`src/rtl/mem_wb_pkg.sv`:
```
// mem_wb_pkg: shared encodings for the memory-access / MEM-WB stage.
//   MemSize codes, FSM state encoding, byte-enable constants, the
//   store byte-enable helper and the write-back register payload.
package mem_wb_pkg;

  localparam int unsigned WORD_W = 32;
  localparam int unsigned RW_W   = 5;
  localparam int unsigned BE_W   = 4;

  // MemSize encodings; 2'b11 decodes as a word access.
  localparam logic [1:0] SZ_BYTE = 2'b00;
  localparam logic [1:0] SZ_HALF = 2'b01;
  localparam logic [1:0] SZ_WORD = 2'b10;

  typedef enum logic {
    ST_IDLE = 1'b0,
    ST_WAIT = 1'b1
  } state_t;

  localparam logic [BE_W-1:0] BE_NONE    = 4'b0000;
  localparam logic [BE_W-1:0] BE_BYTE0   = 4'b0001;
  localparam logic [BE_W-1:0] BE_HALF_LO = 4'b0011;
  localparam logic [BE_W-1:0] BE_HALF_HI = 4'b1100;
  localparam logic [BE_W-1:0] BE_WORD    = 4'b1111;

  // Everything the write-back mux consumes.
  typedef struct packed {
    logic [WORD_W-1:0] alu_ans;
    logic [WORD_W-1:0] mem_data;
    logic [WORD_W-1:0] pc_addr;
    logic [RW_W-1:0]   rw;
    logic              mem_to_reg;
    logic              rtype_l;
    logic              jal;
    logic              reg_wr;
    logic              valid;
  } wb_reg_t;

  // Byte enables for an access of the given size at the given low address bits.
  function automatic logic [BE_W-1:0] store_be(input logic [1:0] size,
                                               input logic [1:0] addr);
    case (size)
      SZ_BYTE: store_be = BE_W'(BE_BYTE0 << addr);
      SZ_HALF: store_be = addr[1] ? BE_HALF_HI : BE_HALF_LO;
      default: store_be = BE_WORD;
    endcase
  endfunction

endpackage

```
`src/rtl/mem_wb_stage_load_align.sv`:
```
// load_align: selects the addressed byte/half lane of a read word and
// sign- or zero-extends it to 32 bits. Purely combinational.
//   i_rdata  32  read word from the data bus
//   i_addr    2  low byte-address bits
//   i_size    2  MemSize code (00 byte, 01 half, 1x word)
//   i_sign    1  sign-extend when 1
//   o_data   32  extended load data
module load_align
  import mem_wb_pkg::*;
(
  input  logic [WORD_W-1:0] i_rdata,
  input  logic [1:0]        i_addr,
  input  logic [1:0]        i_size,
  input  logic              i_sign,
  output logic [WORD_W-1:0] o_data
);

  logic [7:0]  w_byte;
  logic [15:0] w_half;

  // Lane selection; a half access only looks at addr[1].
  always_comb begin
    w_byte = 8'h00;
    case (i_addr)
      2'd0: w_byte = i_rdata[7:0];
      2'd1: w_byte = i_rdata[15:8];
      2'd2: w_byte = i_rdata[23:16];
      2'd3: w_byte = i_rdata[31:24];
      default: w_byte = 8'h00;
    endcase
    w_half = i_addr[1] ? i_rdata[31:16] : i_rdata[15:0];
  end

  // Extension to the full word.
  always_comb begin
    o_data = i_rdata;
    case (i_size)
      SZ_BYTE: o_data = {{24{i_sign & w_byte[7]}}, w_byte};
      SZ_HALF: o_data = {{16{i_sign & w_half[15]}}, w_half};
      default: o_data = i_rdata;
    endcase
  end

endmodule

```
`src/rtl/mem_wb_stage.sv`:
```
// mem_wb_stage: memory-access stage plus MEM/WB pipeline register.
//   Runs a req/ack data-bus transaction for loads/stores, steers store
//   lanes, formats load data, stalls upstream while the bus is busy and
//   registers all write-back inputs.
// Ports:
//   clk, rst                 clock, async active-high reset
//   *_Mem                    Mem-stage instruction fields
//   dm_req/we/addr/wdata/be  data-bus request side (combinational)
//   dm_ack, dm_rdata         data-bus response
//   Mem_Stall                combinational upstream freeze
//   *_Wr                     registered write-back fields
// Optional: MEM_MISALIGN_TRAP_EN adds Misalign_Wr and suppresses
//   misaligned half/word accesses instead of truncating the address.
module mem_wb_stage
  import mem_wb_pkg::*;
#(
  parameter int unsigned DATA_W     = 32,
  parameter int unsigned REG_ADDR_W = 5
) (
  input  logic                  clk,
  input  logic                  rst,
  input  logic                  Valid_Mem,
  input  logic [DATA_W-1:0]     ALU_ans_Mem,
  input  logic [DATA_W-1:0]     Store_Data_Mem,
  input  logic [DATA_W-1:0]     PC_Addr_Mem,
  input  logic                  MemRead_Mem,
  input  logic                  MemWrite_Mem,
  input  logic [1:0]            MemSize_Mem,
  input  logic                  MemSign_Mem,
  input  logic                  MemToReg_Mem,
  input  logic                  Rtype_L_Mem,
  input  logic                  Jal_Mem,
  input  logic                  RegWr_Mem,
  input  logic [REG_ADDR_W-1:0] Rw_Mem,
  output logic                  dm_req,
  output logic                  dm_we,
  output logic [DATA_W-1:0]     dm_addr,
  output logic [DATA_W-1:0]     dm_wdata,
  output logic [3:0]            dm_be,
  input  logic                  dm_ack,
  input  logic [DATA_W-1:0]     dm_rdata,
  output logic                  Mem_Stall,
  output logic [DATA_W-1:0]     ALU_ans_Wr,
  output logic [DATA_W-1:0]     Mem_Data_Wr,
  output logic [DATA_W-1:0]     PC_Addr_Wr,
  output logic                  MemToReg_Wr,
  output logic                  Rtype_L_Wr,
  output logic                  Jal_Wr,
  output logic                  RegWr_Wr,
  output logic                  Valid_Wr,
`ifdef MEM_MISALIGN_TRAP_EN
  output logic                  Misalign_Wr,
`endif
  output logic [REG_ADDR_W-1:0] Rw_Wr
);

  state_t            r_state;
  state_t            w_state_nxt;
  wb_reg_t           r_wb;
  logic              w_access;
  logic              w_misalign;
  logic              w_pending;
  logic              w_done;
  logic [DATA_W-1:0] w_load_data;

  assign w_access = Valid_Mem & (MemRead_Mem | MemWrite_Mem);

`ifdef MEM_MISALIGN_TRAP_EN
  logic r_misalign;
  // MemSize[1] covers both word encodings (10 and 11).
  assign w_misalign = w_access &
                      (((MemSize_Mem == SZ_HALF) & ALU_ans_Mem[0]) |
                       (MemSize_Mem[1] & (ALU_ans_Mem[1:0] != 2'b00)));
`else
  assign w_misalign = 1'b0;
`endif

  assign w_pending = w_access & ~w_misalign;
  assign w_done    = w_pending & dm_ack;
  assign Mem_Stall = w_pending & ~dm_ack;

  // Bus request side, steered from the held Mem-stage fields.
  assign dm_we   = MemWrite_Mem;
  assign dm_addr = {ALU_ans_Mem[DATA_W-1:2], 2'b00};
  assign dm_be   = store_be(MemSize_Mem, ALU_ans_Mem[1:0]);

  always_comb begin
    dm_wdata = Store_Data_Mem;
    case (MemSize_Mem)
      SZ_BYTE: dm_wdata = {4{Store_Data_Mem[7:0]}};
      SZ_HALF: dm_wdata = {2{Store_Data_Mem[15:0]}};
      default: dm_wdata = Store_Data_Mem;
    endcase
  end

  // FSM state register.
  always_ff @(posedge clk or posedge rst) begin
    if (rst) r_state <= ST_IDLE;
    else     r_state <= w_state_nxt;
  end

  // FSM next state; a zero-wait ack never leaves IDLE.
  always_comb begin
    w_state_nxt = r_state;
    case (r_state)
      ST_IDLE: if (w_pending && !dm_ack) w_state_nxt = ST_WAIT;
      ST_WAIT: if (dm_ack || !w_pending) w_state_nxt = ST_IDLE;
      default: w_state_nxt = ST_IDLE;
    endcase
  end

  // FSM outputs; reset kills the request immediately, not at the next edge.
  always_comb begin
    dm_req = 1'b0;
    case (r_state)
      ST_IDLE: dm_req = w_pending;
      ST_WAIT: dm_req = 1'b1;
      default: dm_req = 1'b0;
    endcase
    if (rst) dm_req = 1'b0;
  end

  load_align u_load_align (
    .i_rdata (dm_rdata),
    .i_addr  (ALU_ans_Mem[1:0]),
    .i_size  (MemSize_Mem),
    .i_sign  (MemSign_Mem),
    .o_data  (w_load_data)
  );

  // MEM/WB register: bubble while stalled, otherwise capture.
  always_ff @(posedge clk or posedge rst) begin
    if (rst) begin
      r_wb <= '0;
    end else if (Mem_Stall) begin
      r_wb.valid      <= 1'b0;
      r_wb.reg_wr     <= 1'b0;
      r_wb.mem_to_reg <= 1'b0;
      r_wb.jal        <= 1'b0;
      r_wb.rtype_l    <= 1'b0;
    end else begin
      r_wb.alu_ans    <= ALU_ans_Mem;
      r_wb.pc_addr    <= PC_Addr_Mem;
      r_wb.rw         <= Rw_Mem;
      r_wb.mem_to_reg <= MemToReg_Mem;
      r_wb.rtype_l    <= Rtype_L_Mem;
      r_wb.jal        <= Jal_Mem;
      r_wb.valid      <= Valid_Mem;
      r_wb.reg_wr     <= RegWr_Mem & Valid_Mem & ~w_misalign;
      if (w_done && MemRead_Mem) r_wb.mem_data <= w_load_data;
    end
  end

`ifdef MEM_MISALIGN_TRAP_EN
  // A misaligned access never stalls, so this is set for a single cycle.
  always_ff @(posedge clk or posedge rst) begin
    if (rst)            r_misalign <= 1'b0;
    else if (Mem_Stall) r_misalign <= 1'b0;
    else                r_misalign <= w_misalign;
  end
  assign Misalign_Wr = r_misalign;
`endif

  assign ALU_ans_Wr  = r_wb.alu_ans;
  assign Mem_Data_Wr = r_wb.mem_data;
  assign PC_Addr_Wr  = r_wb.pc_addr;
  assign Rw_Wr       = r_wb.rw;
  assign MemToReg_Wr = r_wb.mem_to_reg;
  assign Rtype_L_Wr  = r_wb.rtype_l;
  assign Jal_Wr      = r_wb.jal;
  assign RegWr_Wr    = r_wb.reg_wr;
  assign Valid_Wr    = r_wb.valid;

endmodule

```
`config.mk`:
```
export PLATFORM = sky130hd
export DESIGN_NAME = mem_wb_stage
export DESIGN_NICKNAME = d
export VERILOG_FILES = /design/src/rtl/mem_wb_pkg.sv /design/src/rtl/mem_wb_stage_load_align.sv /design/src/rtl/mem_wb_stage.sv
export SDC_FILE = /design/constraint.sdc
export NUM_CORES = 1
export LEC_CHECK = 0
export ABC_CLOCK_PERIOD_IN_PS = 4900
export CAP_MARGIN = 20
export CORE_MARGIN = 3
export CORE_UTILIZATION = 30
export CTS_BUF_LIST = sky130_fd_sc_hd__clkbuf_8
export CTS_CLUSTER_DIAMETER = 30
export DETAILED_ROUTE_END_ITERATION = 8
export GPL_TIMING_DRIVEN = 0
export PLACE_DENSITY_LB_ADDON = 0.2
export SLEW_MARGIN = 25
export SYNTH_ARGS = -nofsm -noshare
export SYNTH_HDL_FRONTEND = slang
export SYNTH_SLANG_ARGS = --single-unit
```
`constraint.sdc`:
```
create_clock -name clk -period 4.9 [get_ports clk]
set_clock_uncertainty 0.2 [all_clocks]
set_input_delay 0.49 -clock clk [delete_from_list [all_inputs] [get_ports clk]]
set_output_delay 0.49 -clock clk [all_outputs]
set_load 0.05 [all_outputs]
```
After elaboration in Yosys (flattened, before gate mapping)
Cells that the tools add are included.
{"block": "classes", "mul": 0, "magnitude_cmp": 0, "add_sub_neg": 0, "n_shift": 1, "eq_ne": 4, "n_bitwise": 10, "n_div": 0, "reduce_logical": 8, "n_mux": 12}
{"cell": "case mux 32 bit (2 select lines)", "n": 2}
{"cell": "case mux 8 bit (4 select lines)", "n": 1}
{"cell": "2-to-1 mux 16 bit", "n": 1}
{"cell": "case mux 4 bit (2 select lines)", "n": 1}
{"cell": "AND 1 bit", "n": 6}
{"cell": "2-to-1 mux 5 bit", "n": 1}
{"cell": "equality test 2 x 1 -> 1 bit (second input constant)", "n": 2}
{"cell": "equality test 2 bit (second input constant)", "n": 2}
{"cell": "zero test 2 bit", "n": 2}
{"cell": "2-to-1 mux 4 bit", "n": 1}
{"cell": "case mux 1 bit (2 select lines)", "n": 2}
{"cell": "<< shifter 1 x 2 -> 4 bit (first input constant)", "n": 1}
{"cell": "2-to-1 mux 1 bit", "n": 3}
{"cell": "inverter 1 bit", "n": 3}
{"cell": "logical AND 1 bit", "n": 2}
{"cell": "zero test 1 bit", "n": 2}
{"cell": "AND reduction 2 bit", "n": 1}
{"cell": "logical OR 1 bit", "n": 1}
{"cell": "bitwise OR 1 bit", "n": 1}
{"block": "word_totals", "inputBits": 146, "memories": 0, "mem_bits_rw": 0, "rom_bits": 0, "regBits": 107, "output_inout_bits": 177, "elab_cells": 45, "latchBits": 0}

Logic depth before layout (Yosys ltp)
Gate-level depths: netlist of run 1.
{"block": "logic_depth", "word_depth": 6, "depth_mapped": 6, "depth_no_buf": 4}

Cells and area by module
Synthesis of run 1 repeated with hierarchy kept, for this count alone.
{"block": "unflattened", "cells_unflattened": 458, "area_unflattened_um2": 5781.8}
{"mod": "mem_wb_stage", "seq_area_each_um2": 2677.6, "n_inst": 1, "area_each_um2": 4758.3, "cells_per_inst": 325}
{"mod": "load_align", "seq_area_each_um2": 0.0, "n_inst": 1, "area_each_um2": 1023.5, "cells_per_inst": 133}

Worst setup path after synthesis of run 1
No wires, ideal clock.
{"block": "synth_timing", "kind": "input to output", "startpoint": "input port MemSize_Mem[0]", "endpoint": "output port dm_wdata[24]", "n_path_buf": 2, "required_ps": 4210, "setup_slack_ps": 2149, "cell_stages": 4, "t_arrival_ps": 2061, "path_cell_list": "buf_2 -> buf_2 -> mux2i_1 -> o21ai_0"}
{"block": "synth_via", "elab_chain_len": 2, "word_cells_on_any_way": 3, "cone_classes": "eq/ne (1); mux (1); reduce/logical (1)"}
{"item": "start: declaration", "line_no": "mem_wb_stage.sv:28", "source": "input logic [1:0] MemSize_Mem,"}
{"item": "equality test 2 x 1 -> 1 bit / zero test 2 bit (equally long branches)", "line_no": "mem_wb_stage.sv:89", "source": "case (MemSize_Mem)"}
{"item": "case mux 32 bit (2 select lines) (*)", "line_no": "mem_wb_stage.sv:89"}
{"item": "end: declaration", "line_no": "mem_wb_stage.sv:38", "source": "output logic [DATA_W-1:0] dm_wdata,"}
Mark *: on every way between the ends. The rest lies on a longest branch, timed or not.

Worst setup path after layout of run 1
{"block": "layout_timing", "startpoint": "input port MemSize_Mem[1]", "endpoint": "output port dm_wdata[27]"}
The elaborated chain is that of the path after synthesis.

==> metrics.txt, run 1 <==
post-synthesis sequential area ratio 51.5%; DRT antenna net count 0; flops & latches, synth 107; M2 GR Usage 34.5%; minimum clock period 3.54 ns; share of layout cells above drive strength 1 22.4%; Post-synth ARST share 100%; R2R depth 1; Post-CTS Hold Buffers 0; status finished, final reports clean; Cell Area, Placed 8700 um2; Top FF cell, synth dfrtp_1; CTS H-Tree Depth 3; initial antenna violation count 0; fin. max-slew vios 0; Resize count post-CTS 0; Worst Hold Class register to register; die area 19,000 um2; Core Rows 47; post-synthesis cell area 5200 um2; Clock Latency Late Sink 0.36 ns; Tot Pwr 0.00271 W; # IOs 323; via count 4,671; met1 usage 20.0%; Final nets 910; largest net degree at the start of global routing 64; Worst R2R Setup Slack 3.87 ns; crit end category output pin; post-DP HPWL 15.1 mm; DR vias/cell 4.72; clock sinks 107; Crit Path Max Fanout 10; CTS root buffer clkbuf_8; syn_area_per_cell 12.0 um2; Hold Violations, Final 0; reported max-cap violation count 0; Pwr per Cell Area 305 nW/um2; fillcell total 1,468; Reg2Reg Capture Point Mem_Data_Wr[2]; Worst EP required 4.21 ns; non-filler instance count after layout 989; Slew HR 57.8%; RSZ-0062 raised after global routing no; Pleak 3.73 nW; Num CTS Buffers 9; CP Data Arrival Time 2.85 ns; DRC 0; Netlist cell types 39; hold path endpoint Mem_Data_Wr[23]; GRT Overall Usage 18.8%; Post-synth EDFFs 0; gr busiest metal met2; Mapped Cells 433; kind of critical path input pin to output pin; Fmax achieved 283 MHz; drt wl/cell 18.9 um; vias in the first global route 4,832; worst-margin pin slew 0.631 ns; die width 138 um; Area Overhead vs Synth 70.7%; WHS Path Cells 2; yosys warns 0; first-pass GRT wire length 27.0 mm; CTS tree yes; Iter 0 DRT Violations 148; Worst R2R Start Mem_Data_Wr[2]; fin area 8880 um2; Final Cycle Share 72.2%; Max clock buf depth 2; CTS clock-pin slew for the worst setup and hold paths 0.10 ns; die height 138 um; total grt overflow 0; peak supply drop 0.129 mV; Ant. Diodes 0; Min-Delay Startpoint Mem_Data_Wr[23]; critical path launch point type input pin; setup tns final 0 ns; final setup violation count 0; DR pass1 iterations 4; Post-Route WL 18.7 mm; IO buf count 318; starting density of the core 31.0%; CORE AREA 16,800 um2; Placed Instances 973; post-CTS setup buffer count 0; fin util 53.0%; met3 GRT Util 6.72%; GP Congestion 0.798
-- worst max path at each step --
| stage | from | endpoint |
|---|---|---|
| 2_1_floorplan | rst | ALU_ans_Wr[0] |
| 3_3_place_gp | rst | Mem_Data_Wr[7] |
| 3_5_place_dp | MemSize_Mem[1] | dm_wdata[27] |
| 4_1_cts | MemSize_Mem[1] | dm_wdata[27] |
| 5_1_grt | MemSize_Mem[1] | dm_wdata[27] |
| 6_report | MemSize_Mem[1] | dm_wdata[27] |
-- through the flow --
step | setup WS, ns | hold slack [ns]
finish | 1.36 | 0.303
global route | 1.23 | 0.323
CTS | 1.31 | 0.303
detailed placement | 1.31 | 0.279
global placement | -0.149 | 0.278
floorplan | 1.39 | 0.356
-- layout make-up --
class / instances / area [um2] / area share [%]
Timing Repair Buffer: 319 / 3210 / 36.1
Sequential cell: 107 / 2680 / 30.1
Multi-Input combinational cell: 256 / 2020 / 22.8
Buffer: 69 / 498 / 5.60
Tap cell: 220 / 275 / 3.10
Clock buffer: 11 / 151 / 1.70
Clock inverter: 5 / 35.0 / 0.394
Inverter: 2 / 12.5 / 0.141
-- worst max-delay path, cell delays in order --
cell and delay [ns]:
clkdlybuf4s50_1 0.59, buf_2 0.26, buf_1 0.39, nand2_1 0.09, o21ai_0 0.15, clkdlybuf4s50_1 0.88
-- where the power goes --
part | total (W) | internal (W) | switching [W]
sequential | 0.00103 | 0.000979 | 0.0000513
combinational | 0.00116 | 0.000452 | 0.000708
clock | 0.000523 | 0.000215 | 0.000308
total | 0.00271 | 0.00165 | 0.00107
-- cells in the mapped netlist (2+ instances only) --
master	count	area share, %
buf_6	9	1.9
mux4_2	2	0.87
mux2_2	85	18
and3_1	7	0.84
o221ai_1	7	1.2
dfrtp_1	107	51
nand2_1	25	1.8
nand3_1	39	3.8
mux2i_1	16	3.1
nor2_1	13	0.94
buf_2	8	0.77
nand3_2	2	0.38
a21oi_1	10	0.96
o21ai_0	17	1.6
nor2b_1	5	0.60
clkbuf_1	8	0.58
a221o_1	6	1.2
inv_1	2	0.14
nand2b_1	2	0.24
nand4b_1	2	0.34
buf_4	43	6.2
-- cells by family (layout without fill, tap and decap cells) --
group / after synthesis / count (layout) / synth area share, %
AO/OA/AOI/OAI: 48 / 48 / 6.20
buffers and inverters: 71 / 406 / 9.71
flip-flops: 107 / 107 / 51.5
multiplexers: 103 / 103 / 22.3
other: 1 / 2 / 0.0721
AND/OR/NAND/NOR: 103 / 103 / 10.2
-- state kept, by name (all words and copies together) (netlist names) --
name / cells
Rw_Wr: 5
Jal_Wr: 1
r_state: 1
RegWr_Wr: 1
ALU_ans_Wr: 32
PC_Addr_Wr: 32
Valid_Wr: 1
Mem_Data_Wr: 32
Rtype_L_Wr: 1
MemToReg_Wr: 1
-- routing by layer --
layer / part of all wire [%] / wire length, um / up-vias
met1: 36 / 6690 / 2238
met2: 51 / 9520 / 250
met3: 12 / 2160 / 20
met5: 0 / 0 / -
li1: - / - / 2163
met4: 1.5 / 289 / 0
-- cell usage in the layout (no fill, tap or decap), types with 2 or more instances in the layout --
cell type and count:
clkdlybuf4s50_1 318, dfrtp_1 107, mux2_2 85, buf_4 43
nand3_1 39, nand2_1 25, o21ai_0 17, mux2i_1 16
nor2_1 13, clkbuf_8 11, a21oi_1 10, buf_6 9
buf_2 8, clkbuf_1 8, and3_1 7, o221ai_1 7
a221o_1 6, nor2b_1 5, inv_6 3, nand2b_1 2
nand4b_1 2, mux4_2 2, nand3_2 2, conb_1 2
clkinv_2 2
(Power assumes the default switching activity.)
==> run 2, diff against run 1 <==
- ABC_CLOCK_PERIOD_IN_PS: 4900 -> 3700
- clock period: 4.9 -> 3.7 ns (I/O delays scaled with it)
==> results of run 2 <==
Same layout as run 1 (identical final DEF). Status: finished, final reports clean.
Main changes from that run: setup slack after placement 1.31 ns -> 0.355 ns; setup slack after layout 1.36 ns -> 0.401 ns; hold slack 0.303 ns -> 0.214 ns; register-to-register setup slack 3.87 ns -> 2.67 ns; total power 0.00271 W -> 0.00359 W; worst IR drop on VDD 0.129 mV -> 0.171 mV
==> run 3, diff against run 2 <==
==> constraint.sdc (replaced) <==
create_clock -name clk -period 3.7 [get_ports clk]
set_clock_uncertainty 0.2 [all_clocks]
set_input_delay 0.74 -clock clk [delete_from_list [all_inputs] [get_ports clk]]
set_output_delay 0.74 -clock clk [all_outputs]
set_load 0.05 [all_outputs]
==> run 3 against run 2 <==
Against the previous run:
- die area unchanged
- non-clock buffer count increased by 3
- highest routed layer unchanged
- clock-buffer cell count decreased by 2
- utilization increased by 0.41 points
- global-route usage increased by 0.41 points
- critical path depth decreased by 1
- via count decreased by 0.51%
- flip-flop and latch count unchanged
- clock power increased by 10%
- fmax decreased by 7.4%
- power increased by 1.9%
==> metrics.txt, run 3 (synthesized netlist as in run 1, its figures left out) <==
critical path launch point type input pin; Pleak 3.80 nW; Num CTS Buffers 9; Clock Latency Late Sink 0.35 ns; DRT antenna net count 0; Final nets 913; R2R depth 1; crit end category output pin; Core Rows 47; Worst Hold Class register to register; total grt overflow 0; fin area 8950 um2; CTS H-Tree Depth 3; # IOs 323; Post-Route WL 18.7 mm; Cell Area, Placed 8760 um2; worst hold slack 0.301 ns; Pwr per Cell Area 409 nW/um2; share of layout cells above drive strength 1 22.6%; Final Cycle Share 96.3%; via count 4,647; drt wl/cell 18.9 um; fin. max-slew vios 0; worst-margin pin slew 0.626 ns; GP Congestion 0.856; post-CTS setup buffer count 0; total area of sequential cells 2680 um2; Iter 0 DRT Violations 141; peak supply drop 0.258 mV; Slew HR 58.1%; Resize count post-CTS 23; CTS root buffer clkbuf_8; final setup violation count 0; commonest non-fill, non-tap cell in the layout clkdlybuf4s50_1; die height 138 um; fin util 53.4%; post-DP HPWL 15.5 mm; initial antenna violation count 0; Area Overhead vs Synth 72.1%; Fmax achieved 281 MHz; Hold Violations, Final 0; minimum clock period 3.56 ns; Worst EP required 2.76 ns; clock sinks 107; die width 138 um; IO buf count 318; DRC 0; Multi-input gate area 2030 um2; die area 19,000 um2; DR pass1 iterations 4; CP Data Arrival Time 2.62 ns; CORE AREA 16,800 um2; WHS Path Cells 2; DR vias/cell 4.69; CTS clock-pin slew for the worst setup and hold paths 0.10 ns; Crit Path Max Fanout 10; GRT Overall Usage 19.2%; kind of critical path input pin to output pin; reported max-cap violation count 0; most frequent cells in the layout clkdlybuf4s50_1, dfrtp_1, mux2_2; Max clock buf depth 2; largest net degree at the start of global routing 29; CTS tree yes; Post-CTS Hold Buffers 0; first-pass GRT wire length 28.0 mm; starting density of the core 31.0%; RSZ-0062 raised after global routing no; fillcell total 1,478; status finished, final reports clean; vias in the first global route 4,942; Ant. Diodes 0
[run 3: changes by cell type in the layout (fill, tap and decap cells not counted), moves of 2 or more]
cell             previous run  this run
buf_12                      0         2
bufinv_16                   0         2
clkbuf_8                   11         9
clkdlybuf4s50_1           318       299
clkinv_2                    2         0
dlygate4sd2_1               0        18
inv_6                       3         1
[run 3: per-stage QoR]
stage | setup TNS, ns | power, W | instances | setup slack, ns
2_1_floorplan | 0 | 0.00230 | 434 | 0.449
4_1_cts | 0 | 0.00371 | 990 | 0.112
5_1_grt | 0 | 0.00383 | 990 | 0.0359
3_3_place_gp | -6.97 | 0.00291 | 972 | -0.468
3_5_place_dp | -7.76 | 0.00295 | 976 | -0.498
6_report | 0 | 0.00366 | 990 | 0.136
[run 3: final timing paths]
kind	startpoint	end	slack [ns]
min in group asynchronous	rst	PC_Addr_Wr[20]	0.58
hold reg to reg	Mem_Data_Wr[21]	Mem_Data_Wr[21]	0.30
setup / recovery	MemSize_Mem[1]	dm_be[2]	0.14
max in group asynchronous	rst	Mem_Data_Wr[7]	2.02
hold / removal	Mem_Data_Wr[21]	Mem_Data_Wr[21]	0.30
setup reg to reg	Mem_Data_Wr[4]	Mem_Data_Wr[4]	2.67
[run 3: per-layer routing]
layer	up-vias	global-route usage, %	wire length (um)
met5	-	0	0
met4	0	5.49	370
met3	26	7.78	2140
met2	258	35.4	9700
met1	2202	20.0	6450
li1	2161	-	-
[run 3: cell type report]
| class | instances | share of cell area [%] |
|---|---|---|
| multi-input combinational | 256 | 22.7 |
| sequential | 107 | 29.9 |
| tap | 220 | 3.07 |
| inverter | 2 | 0.126 |
| clock inverter | 5 | 0.894 |
| timing repair buffer | 322 | 36.4 |
| buffer | 69 | 5.59 |
| clock buffer | 9 | 1.38 |
[run 3: power by group]
part / total (W) / switching, W / internal (W)
logic: 0.00153 / 0.000939 / 0.000595
registers: 0.00136 / 0.0000674 / 0.00130
clock network: 0.000762 / 0.000387 / 0.000375
total: 0.00366 / 0.00139 / 0.00227
[run 3: critical path, cell delays in order]
cell	delay [ns]
dlygate4sd2_1	0.40
buf_2	0.29
buf_2	0.26
a21o_1	0.11
clkdlybuf4s50_1	0.80
